## src/rtl/osd_uart_16550_host.sv

```systemverilog
// Host-side initiator for a 16550-style register file: programs the line after
// reset, then polls LSR and moves bytes between the RBR/THR registers and byte streams.
module osd_uart_16550_host #(
    parameter logic [15:0] DIVISOR  = 16'h0001,
    parameter logic [7:0]  LCR_VAL  = 8'h03,
    parameter logic [7:0]  IER_VAL  = 8'h00,
    parameter logic [7:0]  FCR_VAL  = 8'h07,
    parameter int unsigned POLL_GAP = 4
) (
    input  logic       clk,
    input  logic       rst,
    output logic       bus_req,
    output logic [2:0] bus_addr,
    output logic       bus_write,
    output logic [7:0] bus_wdata,
    input  logic       bus_ack,
    input  logic [7:0] bus_rdata,
    input  logic       irq,
    input  logic       tx_valid,
    input  logic [7:0] tx_data,
    output logic       tx_ready,
    output logic       rx_valid,
    output logic [7:0] rx_data,
    input  logic       rx_ready,
    output logic       init_done,
    output logic [3:0] fsm_state
);

    localparam int GAP_W = (POLL_GAP < 2) ? 1 : $clog2(POLL_GAP + 1);
    localparam logic [GAP_W-1:0] GAP_LOAD = GAP_W'(POLL_GAP);
    localparam logic [GAP_W-1:0] GAP_ONE  = GAP_W'(1);

    localparam logic [2:0] A_RBR_THR = 3'd0;
    localparam logic [2:0] A_IER_DLM = 3'd1;
    localparam logic [2:0] A_FCR     = 3'd2;
    localparam logic [2:0] A_LCR     = 3'd3;
    localparam logic [2:0] A_LSR     = 3'd5;

    typedef enum logic [3:0] {
        INIT_LCRD = 4'd0,
        INIT_DLL  = 4'd1,
        INIT_DLM  = 4'd2,
        INIT_LCR  = 4'd3,
        INIT_IER  = 4'd4,
        INIT_FCR  = 4'd5,
        POLL      = 4'd6,
        RD_RBR    = 4'd7,
        WR_THR    = 4'd8,
        GAP       = 4'd9
    } state_t;

    // Handshake: an access is open while bus_req=1; addr/write/wdata are only
    // loaded when a new access is issued, and it closes on the edge after a
    // cycle with bus_req=1 and bus_ack=1. Issue only happens from bus_req=0.
    state_t           state, state_n;
    logic             req_n, write_n, tx_ready_n, rx_valid_n, init_done_n;
    logic [2:0]       addr_n;
    logic [7:0]       wdata_n, rx_data_n, thr_byte, thr_byte_n;
    logic [GAP_W-1:0] gap_cnt, gap_cnt_n;

    logic [2:0] acc_addr;
    logic       acc_write;
    logic [7:0] acc_wdata;

    assign fsm_state = state;

    always_comb begin
        acc_addr  = A_LSR;
        acc_write = 1'b0;
        acc_wdata = 8'h00;
        case (state)
            INIT_LCRD: begin acc_addr = A_LCR;     acc_write = 1'b1; acc_wdata = {1'b1, LCR_VAL[6:0]}; end
            INIT_DLL:  begin acc_addr = A_RBR_THR; acc_write = 1'b1; acc_wdata = DIVISOR[7:0]; end
            INIT_DLM:  begin acc_addr = A_IER_DLM; acc_write = 1'b1; acc_wdata = DIVISOR[15:8]; end
            INIT_LCR:  begin acc_addr = A_LCR;     acc_write = 1'b1; acc_wdata = {1'b0, LCR_VAL[6:0]}; end
            INIT_IER:  begin acc_addr = A_IER_DLM; acc_write = 1'b1; acc_wdata = IER_VAL; end
            INIT_FCR:  begin acc_addr = A_FCR;     acc_write = 1'b1; acc_wdata = FCR_VAL; end
            RD_RBR:    begin acc_addr = A_RBR_THR; end
            WR_THR:    begin acc_addr = A_RBR_THR; acc_write = 1'b1; acc_wdata = thr_byte; end
            default:   begin acc_addr = A_LSR; end
        endcase
    end

    always_comb begin
        state_n     = state;
        req_n       = bus_req;
        addr_n      = bus_addr;
        write_n     = bus_write;
        wdata_n     = bus_wdata;
        tx_ready_n  = 1'b0;
        rx_valid_n  = rx_valid;
        rx_data_n   = rx_data;
        init_done_n = init_done;
        thr_byte_n  = thr_byte;
        gap_cnt_n   = gap_cnt;

        if (rx_valid && rx_ready) begin
            rx_valid_n = 1'b0;
        end

        if (bus_req) begin
            if (bus_ack) begin
                req_n = 1'b0;
                case (state)
                    INIT_LCRD: state_n = INIT_DLL;
                    INIT_DLL:  state_n = INIT_DLM;
                    INIT_DLM:  state_n = INIT_LCR;
                    INIT_LCR:  state_n = INIT_IER;
                    INIT_IER:  state_n = INIT_FCR;
                    INIT_FCR: begin
                        state_n     = POLL;
                        init_done_n = 1'b1;
                    end
                    POLL: begin
                        // RX wins over TX; a full holding register blocks the RBR read.
                        if (bus_rdata[0] && !rx_valid) begin
                            state_n = RD_RBR;
                        end else if (bus_rdata[5] && tx_valid) begin
                            thr_byte_n = tx_data;
                            state_n    = WR_THR;
                        end else begin
                            gap_cnt_n = GAP_LOAD;
                            state_n   = GAP;
                        end
                    end
                    RD_RBR: begin
                        rx_data_n  = bus_rdata;
                        rx_valid_n = 1'b1;
                        state_n    = POLL;
                    end
                    WR_THR: begin
                        tx_ready_n = 1'b1;
                        state_n    = POLL;
                    end
                    default: state_n = POLL;
                endcase
            end
        end else if (state == GAP) begin
            // GAP cycles are themselves idle, so the poll is issued directly on
            // the last gap edge; this makes the idle count equal max(POLL_GAP,1).
            if (irq || gap_cnt <= GAP_ONE) begin
                state_n   = POLL;
                gap_cnt_n = '0;
                req_n     = 1'b1;
                addr_n    = A_LSR;
                write_n   = 1'b0;
                wdata_n   = 8'h00;
            end else begin
                gap_cnt_n = gap_cnt - GAP_ONE;
            end
        end else begin
            req_n   = 1'b1;
            addr_n  = acc_addr;
            write_n = acc_write;
            wdata_n = acc_wdata;
        end
    end

    always_ff @(posedge clk or negedge rst) begin
        if (!rst) begin
            state     <= INIT_LCRD;
            bus_req   <= 1'b0;
            bus_addr  <= 3'd0;
            bus_write <= 1'b0;
            bus_wdata <= 8'h00;
            tx_ready  <= 1'b0;
            rx_valid  <= 1'b0;
            rx_data   <= 8'h00;
            init_done <= 1'b0;
            thr_byte  <= 8'h00;
            gap_cnt   <= '0;
        end else begin
            state     <= state_n;
            bus_req   <= req_n;
            bus_addr  <= addr_n;
            bus_write <= write_n;
            bus_wdata <= wdata_n;
            tx_ready  <= tx_ready_n;
            rx_valid  <= rx_valid_n;
            rx_data   <= rx_data_n;
            init_done <= init_done_n;
            thr_byte  <= thr_byte_n;
            gap_cnt   <= gap_cnt_n;
        end
    end

endmodule

```

## config.mk

```make
export PLATFORM = sky130hd
export DESIGN_NAME = osd_uart_16550_host
export DESIGN_NICKNAME = d
export VERILOG_FILES = /design/src/rtl/osd_uart_16550_host.sv
export SDC_FILE = /design/constraint.sdc
export NUM_CORES = 1
export LEC_CHECK = 0
export BUFFER_PORTS_ARGS = -buffer_cell sky130_fd_sc_hd__buf_2
export CAP_MARGIN = 10
export CORE_MARGIN = 3
export CORE_UTILIZATION = 38
export CTS_CLUSTER_DIAMETER = 200
export DETAILED_ROUTE_END_ITERATION = 7
export PLACE_DENSITY = 0.6
export SYNTH_ARGS = -nofsm -noshare
export SYNTH_HDL_FRONTEND = slang
export SYNTH_SLANG_ARGS = --single-unit
```

## constraint.sdc

```tcl
create_clock -name clk -period 2.1 [get_ports clk]
set_input_delay 0.105 -clock clk [delete_from_list [all_inputs] [get_ports clk]]
set_output_delay 0.105 -clock clk [all_outputs]
set_load 0.01 [all_outputs]
```

==> flow_summary.json, run 1 <==
{
  "yosysSeqAreaShare_pct": 52.5,
  "grt_max_degree": 40,
  "fin_worst_skew_ns": 0.00336,
  "yosys_warnings": 0,
  "crit_chain": "and2b_1 -> nand3b_4 -> nor2_8 -> mux2_2",
  "final_nets": 231,
  "drcViolationCount": 0,
  "ir_drop_mv": 0.579,
  "place.gp.congestion": 0.809,
  "die_h_microns": 76.0,
  "critPathSlowestCell": "dfrtp_1",
  "worstSetupEndpointType": "flop",
  "start_util_pct": 41.0,
  "fin_ws_ns": 0.368,
  "r2r_slack_ns": 0.37,
  "cts_tree": "done",
  "firstDrtPassIters": 4,
  "n_antenna_cell": 0,
  "track_usage_pct": 16.0,
  "io-pin-count": 50,
  "portBuffers": 49,
  "async_reset_ff_share_pct": 100,
  "setup_viol": 0,
  "synth_cell_types": 46,
  "syn_area_per_cell_sq_um": 11.9,
  "worst-endpoint-required_ns": 2.28,
  "slew_viol_final": 0,
  "p_leak_nw": 1.11,
  "maxCapViolations": 0,
  "arrival_ns": 1.91,
  "row_count": 24,
  "fin_crit_ns": 1.73,
  "antenna_found_initial": 0,
  "cts_made_buffers": 5,
  "area.sequential_sq_um": 976,
  "utilization_pct": 50.0,
  "status": "finished clean",
  "post-place-ws_ns": 0.370,
  "finalCritPeriodShare_pct": 82.5,
  "cts.clk_slew.worst_paths_ns": 0.07,
  "dp_hpwl_mm": 3.12,
  "critical-path-max-stage-delay_ns": 0.57,
  "critPathBufInv": 0,
  "r2r-start": "fsm_state[0]",
  "drt-initial-drc-count": 117,
  "mappedNetlistArea_sq_mm": 0.00186,
  "dieWidth_microns": 76.0,
  "ys_ff_latch": 39,
  "relSlewSlack_pct": 42.2,
  "htree_levels": 2,
  "num_vias": 1434,
  "wl_per_cell_microns": 15.6,
  "hold_ws_ns": 0.0407,
  "crit_family": "simple AND/OR/NAND/NOR gates",
  "cts.path.max_buffers": 2,
  "tightest_slew_ns": 0.867,
  "hold_violations": 0,
  "clock.fmax_mhz": 578,
  "synth.net_count": 179,
  "rsz0062_at_grt": "false",
  "crit_type": "reg2reg",
  "root_buffer": "clkbuf_8",
  "r2r_end": "thr_byte[6]",
  "grt_pass1_vias": 1497,
  "area_delta_synth_final_pct": 21.9,
  "drt-total-wl_mm": 4.25,
  "multi_input_area_sq_um": 800,
  "critPathMaxFanout": 18,
  "vias_per_cell": 5.25,
  "min_from": "bus_rdata[7]",
  "hp-class": "in2reg",
  "synthFlopType": "dfrtp_1",
  "ant_nets": 0,
  "fill_cells": 427,
  "fin_setup_tns_ns": 0,
  "core_area_sq_mm": 0.00453,
  "clk_latency_ns": 0.29,
  "crit_path_start_kind": "flop",
  "netlist_instances": 156,
  "die-area_sq_mm": 0.00577,
  "p_per_area_mw_per_mm2": 1310,
  "clock_sinks": 39,
  "overflow": 0,
  "min_to": "rx_data[7]",
  "layout-drive-gt1-share_pct": 42.3,
  "worstRegToRegCells": 4,
  "synth-edff-count": 0,
  "grt_pass1_wl_mm": 7.41,
  "worstHoldPathCells": 2
}
-- cells by family (layout without fill, tap and decap cells) --
group | count (synthesis) | in the layout | synth area share (%)
flops | 39 | 39 | 52.5
mux | 16 | 16 | 9.68
compound gates | 37 | 37 | 16.3
xor+xnor | 1 | 1 | 0.471
buf+inv | 14 | 66 | 4.57
simple gates | 48 | 48 | 15.9
fa+ha+maj | 1 | 1 | 0.672
-- placed cells by master, fill, tap and decap left out, types with 2 or more instances in the layout --
master and n:
a21oi_1 4, a221o_1 2, a22o_1 4, a22oi_1 2, and2b_1 2, buf_2 49, buf_4 2, clkbuf_8 5
dfrtp_1 39, dlygate4sd3_1 2, inv_1 5, mux2_2 16, nand2_1 19, nand2b_1 3, nand3_1 2, nor2_1 9
o211ai_1 2, o21ai_0 3, o21ai_2 5, o21bai_1 3, o22ai_1 3
-- layout make-up --
cell class / instances / share of cell area [%]
sequential: 39 / 43.0
inverter: 6 / 1.10
clock inverter: 2 / 1.65
clock buffer: 5 / 3.03
multi-input combinational: 103 / 35.2
timing repair buffer: 53 / 12.4
tap: 65 / 3.59
-- report_power, final --
| part | total (mW) | leakage (nW) | switching (mW) | internal [mW] |
|---|---|---|---|---|
| combinational | 1.08 | 0.568 | 0.557 | 0.519 |
| clock | 0.610 | 0.0502 | 0.263 | 0.347 |
| sequential | 1.30 | 0.493 | 0.269 | 1.03 |
| total | 2.98 | 1.11 | 1.09 | 1.89 |
-- per-layer routing --
layer	vias up	share of wire [%]	GRT usage [%]
li1	664	-	-
met1	707	43	20.0
met2	54	48	25.6
met3	9	7.1	4.73
met4	0	1.9	7.07
met5	-	0	0
-- repair_timing --
| item | in CTS | in global routing |
|---|---|---|
| hold buffers | 2 | 0 |
| hold endpoints to repair | 40 | 0 |
| gates resized for setup | 0 | 0 |
| buffers inserted | 0 | 0 |
-- cells in the mapped netlist, types with 2 or more instances --
master / instances / area share, %
buf_4: 3 / 1.2
o22ai_1: 3 / 1.0
a22o_1: 4 / 1.9
buf_2: 2 / 0.54
nand2b_1: 3 / 1.0
nand3_1: 2 / 0.54
buf_6: 2 / 1.2
mux2_2: 16 / 9.7
a21oi_1: 4 / 1.1
dfrtp_1: 39 / 52
a22oi_1: 2 / 0.81
nor2_1: 9 / 1.8
o21bai_1: 3 / 1.2
o211ai_1: 2 / 0.81
inv_1: 5 / 1.0
and2b_1: 2 / 0.81
o21ai_2: 5 / 2.4
o21ai_0: 3 / 0.81
nand2_1: 19 / 3.8
a221o_1: 2 / 1.1
-- sequential cells by signal, summed over array words and instances, names as in the netlist --
signal	flops
rx_valid	1
gap_cnt	3
rx_data	8
fsm_state	4
tx_ready	1
bus_req	1
bus_addr	3
init_done	1
thr_byte	8
bus_write	1
bus_wdata	8
-- through the flow --
step	instance area [sq um]	power (mW)	cells
final	2270	2.98	273
after global routing	2270	3.20	273
after CTS	2270	3.02	273
after detailed placement	2140	2.40	264
after global placement	2140	2.35	264
after floorplan	1860	2.03	156
-- worst max path at each step --
stage                      start           to  slack, ns  cells past startpoint
CTS                 fsm_state[0]  thr_byte[6]       0.35                      4
global route        fsm_state[0]   rx_data[4]       0.23                      3
global placement    fsm_state[3]   gap_cnt[2]       0.43                      4
finish              fsm_state[0]  thr_byte[6]       0.37                      4
floorplan           fsm_state[3]  thr_byte[0]       0.55                      5
detailed placement  fsm_state[0]  thr_byte[6]       0.37                      4
(Power assumes the default switching activity.)
==> run 2, diff against run 1 <==
--- a/config.mk
+++ b/config.mk
@@ -5,13 +5,14 @@
 export SDC_FILE = /design/constraint.sdc
 export NUM_CORES = 1
 export LEC_CHECK = 0
+export ABC_AREA = 1
 export BUFFER_PORTS_ARGS = -buffer_cell sky130_fd_sc_hd__buf_2
 export CAP_MARGIN = 10
 export CORE_MARGIN = 3
 export CORE_UTILIZATION = 38
 export CTS_CLUSTER_DIAMETER = 200
 export DETAILED_ROUTE_END_ITERATION = 7
-export PLACE_DENSITY = 0.6
+export PLACE_DENSITY = 0.62
 export SYNTH_ARGS = -nofsm -noshare
 export SYNTH_HDL_FRONTEND = slang
 export SYNTH_SLANG_ARGS = --single-unit
==> constraint.sdc (replaced) <==
create_clock -name clk -period 1.4 [get_ports clk]
set_input_delay 0.07 -clock clk [delete_from_list [all_inputs] [get_ports clk]]
set_output_delay 0.07 -clock clk [all_outputs]
set_load 0.01 [all_outputs]
==> flow_summary.json, run 2 <==
{
  "status": "finished clean",
  "clock.fmax_mhz": 775,
  "p_per_area_mw_per_mm2": 1970,
  "arrival_ns": 1.48,
  "area_delta_synth_final_pct": 29.7,
  "clock_sinks": 39,
  "final_common_cell": "nand2_1",
  "synth_top_area_cell": "dfrtp_1",
  "io-pin-count": 50,
  "finalCritPeriodShare_pct": 92.2,
  "cts_tree": "done",
  "combPwrFrac_pct": 47.7,
  "ant_nets": 0,
  "core_area_sq_mm": 0.00479,
  "yosysSeqAreaShare_pct": 51.2,
  "track_usage_pct": 15.1,
  "drcViolationCount": 0,
  "ir_drop_mv": 0.893,
  "relSlewSlack_pct": 71.0,
  "firstDrtPassIters": 4,
  "fin_setup_tns_ns": 0,
  "die-area_sq_mm": 0.00590,
  "worst-endpoint-required_ns": 1.59,
  "slew_viol_final": 0,
  "crit_type": "reg2reg",
  "fill_cells": 502,
  "drt-total-wl_mm": 4.19,
  "grt_pass1_wl_mm": 7.02,
  "overflow": 0,
  "synth-edff-count": 0,
  "hold_violations": 0,
  "row_count": 25,
  "syn_area_per_cell_sq_um": 8.11,
  "maxCapViolations": 0,
  "setup_viol": 0,
  "ys_ff_latch": 39,
  "dp_hpwl_mm": 3.19,
  "worstHoldPathCells": 3,
  "wl_per_cell_microns": 11.2,
  "p_leak_nw": 1.40,
  "layout-drive-gt1-share_pct": 32.6,
  "antenna_found_initial": 0,
  "r2r_slack_ns": 0.11,
  "mappedNetlistArea_sq_mm": 0.00191,
  "clockPowerShare_pct": 14.8,
  "min_from": "tx_data[0]",
  "dieWidth_microns": 76.8,
  "synthFlopType": "dfrtp_1",
  "mostFrequentLayoutCells": "80 x nand2_1, 49 x buf_2, 39 x dfrtp_1",
  "tightest_slew_ns": 0.436,
  "htree_levels": 2,
  "cts_made_buffers": 5,
  "netlist.area_leader.share_pct": 51.2,
  "p_int_mw": 2.85,
  "start_util_pct": 39.8,
  "placed_cell_area_sq_mm": 0.00231,
  "p_switching_mw": 2.03,
  "critPathMaxFanout": 7,
  "synthTopCellsByArea": "dfrtp_1 51%, nand2_1 16%, inv_1 5.3%",
  "synth_most_common_cell": "nand2_1",
  "worstRegToRegCells": 7,
  "drt-initial-drc-count": 92,
  "grt_max_degree": 23,
  "r2r_end": "bus_wdata[6]",
  "hp-class": "in2reg",
  "die_h_microns": 76.8,
  "synth_cell_types": 22,
  "vias_per_cell": 4.36,
  "clk_latency_ns": 0.29,
  "grt_pass1_vias": 1536,
  "seq_power_share_pct": 37.4,
  "netlist_instances": 235,
  "crit_path_start_kind": "flop",
  "r2r-start": "fsm_state[2]",
  "total_power_mw": 4.88,
  "top_regs": "bus_wdata (8), rx_data (8), thr_byte (8)",
  "cts.clk_slew.worst_paths_ns": 0.07,
  "yosys_warnings": 0,
  "fin_worst_skew_ns": 0.00478,
  "n_antenna_cell": 0,
  "cts.path.max_buffers": 2,
  "design_area_sq_mm": 0.00247,
  "portBuffers": 49,
  "async_reset_ff_share_pct": 100,
  "num_vias": 1629,
  "synth.top_cells.by_count": "82 x nand2_1, 39 x dfrtp_1, 27 x inv_1",
  "worstSetupEndpointType": "flop",
  "min_to": "thr_byte[0]",
  "fin_crit_ns": 1.29,
  "root_buffer": "clkbuf_8",
  "final_nets": 329,
  "synth.net_count": 258,
  "sw_frac_of_total_pct": 41.7,
  "place.gp.congestion": 0.892
}
-- run 2: changes by cell type in the layout (fill, tap and decap cells not counted), moves of 4 or more --
| cell | change |
|---|---|
| nand2_1 | +61 |
| inv_1 | +22 |
| mux2_2 | -16 |
| nand3_1 | +14 |
| buf_4 | +13 |
| o21ai_0 | +12 |
| nor2_1 | +10 |
| nand2_2 | +6 |
| a22o_1 | -4 |
| o21ai_2 | +4 |
-- run 2: worst max path at each step --
| stage | startpoint | end | slack, ns | cells past startpoint |
|---|---|---|---|---|
| finish | fsm_state[2] | bus_wdata[6] | 0.11 | 7 |
| global route | fsm_state[0] | bus_addr[2] | -0.0004 | 7 |
| CTS | fsm_state[2] | bus_addr[1] | 0.009 | 6 |
| detailed placement | fsm_state[2] | bus_addr[1] | 0.02 | 6 |
| global placement | fsm_state[2] | bus_req | 0.05 | 6 |
| floorplan | fsm_state[3] | thr_byte[5] | 0.08 | 7 |
-- run 2: routing by layer --
metal	track usage [%]	share of wire [%]	up-vias	wire length [microns]
li1	-	-	872	-
met3	5.40	6.7	4	282
met2	22.7	44	50	1860
met5	0	0	-	0
met1	20.2	48	703	2020
met4	4.89	0.74	0	31
-- run 2: power groups by stage --
stage	logic, mW	clock network, mW	registers [mW]
3_5_place_dp	2.24	0	1.84
2_1_floorplan	1.33	0	1.97
5_1_grt	2.64	0.803	1.89
4_1_cts	2.24	0.755	1.82
3_3_place_gp	2.21	0	1.84
6_report	2.33	0.724	1.83
-- run 2: layout make-up --
cell class	instances	area [sq um]	area share, %
inverter	31	119	4.81
timing repair buffer	68	418	16.9
sequential	39	976	39.5
tap	67	83.8	3.39
clock buffer	7	76.3	3.09
clock inverter	1	5.00	0.202
multi-input combinational	161	795	32.1
-- run 2: cells by family after synthesis --
family / synth area share (%)
adder cells (fa/ha/maj): 0.656
buffers and inverters: 8.14
AND/OR/NAND/NOR: 30.2
AO/OA/AOI/OAI: 9.38
XOR/XNOR: 0.459
flip-flops: 51.2
-- run 2: timing repair --
action / 4_1_cts / 5_1_grt
setup endpoints to repair: 0 / 28
setup buffers: 0 / 4
hold buffers: 2 / 0
endpoints found under the hold margin: 18 / 0
gates resized for setup: 0 / 8
-- run 2: critical path, cell delays in order (launching register included) --
cell and delay [ns]:
dfrtp_1 0.43, inv_2 0.08, nand2_2 0.07, o21ai_2 0.18, nand2_2 0.13, buf_4 0.18
nand3_1 0.07, nand2_1 0.05
-- run 2: per-stage QoR --
step	hold WS, ns	utilization (%)	instances	setup WS [ns]
after floorplan	-0.226	-	235	0.0824
after global placement	0.0368	48.2	360	0.0525
after detailed placement	0.0402	48.2	360	0.0230
after CTS	0.00465	50.3	370	0.00901
after global routing	0.00873	51.7	374	-0.000357
final	0.0134	51.7	374	0.110
==> run 3, diff against run 2 <==
--- a/config.mk
+++ b/config.mk
@@ -5,7 +5,6 @@
 export SDC_FILE = /design/constraint.sdc
 export NUM_CORES = 1
 export LEC_CHECK = 0
-export ABC_AREA = 1
 export BUFFER_PORTS_ARGS = -buffer_cell sky130_fd_sc_hd__buf_2
 export CAP_MARGIN = 10
 export CORE_MARGIN = 3
==> flow_summary.json, run 3 (same netlist as run 1, synthesis figures left out) <==
{
  "fin_cells": 309,
  "ant_nets": 0,
  "ir_drop_mv": 0.931,
  "clock.fmax_mhz": 680,
  "hold_ws_ns": 0.0123,
  "cts_tree": "done",
  "cts.clk_slew.worst_paths_ns": 0.07,
  "antenna_found_initial": 0,
  "drcViolationCount": 0,
  "io-pin-count": 50,
  "tightest_slew_ns": 0.300,
  "top_regs": "bus_wdata (8), rx_data (8), thr_byte (8)",
  "dieWidth_microns": 76.0,
  "firstDrtPassIters": 4,
  "core_area_sq_mm": 0.00453,
  "critPathMaxFanout": 7,
  "clock_sinks": 39,
  "relSlewSlack_pct": 79.9,
  "p_leak_nw": 1.31,
  "crit_path_start": "fsm_state[2]",
  "start_util_pct": 41.0,
  "r2r_end": "gap_cnt[2]",
  "sw_frac_of_total_pct": 36.4,
  "hp-class": "in2reg",
  "layout-drive-gt1-share_pct": 57.8,
  "area_delta_synth_final_pct": 42.2,
  "n_antenna_cell": 0,
  "grt_max_degree": 40,
  "total_power_mw": 5.00,
  "maxCapViolations": 0,
  "p_int_mw": 3.18,
  "worstSetupEndpointType": "flop",
  "htree_levels": 2,
  "crit_path_start_kind": "flop",
  "crit_type": "reg2reg",
  "p_switching_mw": 1.82,
  "drt-initial-drc-count": 78,
  "cts_made_buffers": 5,
  "die-area_sq_mm": 0.00577,
  "endpoint": "gap_cnt[2]",
  "root_buffer": "clkbuf_8",
  "row_count": 24,
  "mostFrequentLayoutCells": "49 x buf_2, 36 x dfrtp_1, 33 x buf_4",
  "setup_viol": 23,
  "seq_power_share_pct": 37.0,
  "wl_per_cell_microns": 15.6,
  "drt-total-wl_mm": 4.81,
  "slew_viol_final": 0,
  "fin_worst_skew_ns": 0.00548,
  "final_common_cell": "buf_2",
  "rsz0062_at_grt": "true",
  "num_vias": 1542,
  "fin_ws_ns": -0.0696,
  "vias_per_cell": 4.99,
  "finalCritPeriodShare_pct": 105,
  "track_usage_pct": 17.4,
  "min_from": "bus_rdata[3]",
  "dp_hpwl_mm": 3.51,
  "arrival_ns": 1.64,
  "cts.path.max_buffers": 2,
  "r2r_slack_ns": -0.07,
  "grt_pass1_wl_mm": 8.14,
  "clockPowerShare_pct": 15.3,
  "violations": "negative setup slack",
  "worstRegToRegCells": 5,
  "clk_latency_ns": 0.29,
  "hold_violations": 0,
  "p_per_area_mw_per_mm2": 1890,
  "worst-endpoint-required_ns": 1.57,
  "overflow": 0,
  "r2r-start": "fsm_state[2]",
  "placed_cells": 294,
  "grt_pass1_vias": 1661,
  "status": "finished with violations",
  "place.gp.congestion": 0.854,
  "die_h_microns": 76.0,
  "combPwrFrac_pct": 47.7,
  "final_nets": 267,
  "portBuffers": 49,
  "fin_crit_ns": 1.47
}
==> run 3: changes by cell type in the layout (fill, tap and decap cells not counted), sizes merged, moves of 15 or more <==
cell,before,now
buf,66,87
inv,31,6
mux2,0,16
nand2,87,19
nand3,18,3
o21ai,25,8
==> run 3: metrics by stage <==
| step | utilization, % | setup WS (ns) | area [sq um] | TNS, ns |
|---|---|---|---|---|
| 6_report | 58.3 | -0.0696 | 2650 | -1.01 |
| 3_5_place_dp | 53.1 | -0.100 | 2410 | -1.45 |
| 3_3_place_gp | 53.1 | -0.0510 | 2410 | -0.666 |
| 4_1_cts | 57.2 | -0.0759 | 2590 | -1.13 |
| 5_1_grt | 58.3 | -0.116 | 2650 | -2.47 |
| 2_1_floorplan | - | -0.154 | 1870 | -1.23 |
==> run 3: how the worst min path moves through the flow <==
stage / endpoint / slack, ns / depth (start not counted)
final: rx_data[3] / 0.01 / 2
after global routing: rx_data[6] / 0.004 / 2
after floorplan: bus_addr[0] / -0.23 / 0
after detailed placement: tx_ready / 0.06 / 2
after global placement: fsm_state[2] / 0.05 / 2
after CTS: rx_data[6] / 0.003 / 2
==> run 3: routing by layer <==
metal  global-route usage, %  vias up  part of all wire (%)
met3                    4.14        6                   5.3
met4                    4.35        0                   1.0
met2                    29.7       51                    51
met1                    22.5      749                    42
li1                        -      736                     -
met5                       0        -                     0
==> run 3: power by group through the flow <==
stage          Clock (mW)  Sequential [mW]  Combinational (mW)
4_1_cts             0.789             1.84                2.30
3_3_place_gp            0             1.82                2.12
3_5_place_dp            0             1.86                2.18
6_report            0.764             1.85                2.38
5_1_grt             0.834             1.90                2.59
2_1_floorplan           0             1.91                1.16
==> run 3: final cells by class <==
class | instances | area [sq um]
clock inverter | 1 | 5.00
timing repair buffer | 89 | 596
clock buffer | 6 | 82.6
tap | 65 | 81.3
fill | 396 | 1890
multi-input combinational | 103 | 876
inverter | 6 | 25.0
sequential | 39 | 980
==> run 3: repair_timing <==
item,in CTS,in global routing
hold buffers,2,0
gates cloned,0,0
setup buffers,5,1
setup endpoints to repair,27,36
gates resized for setup,11,11
endpoints found under the hold margin,40,0
pin swaps,1,2
==> run 3: worst max-delay path, cell delays in order (launching register included) <==
cell	delay, ns
dfrtp_2	0.46
buf_12	0.16
nor2b_4	0.13
nand3_2	0.10
o21bai_1	0.18
a221o_1	0.32
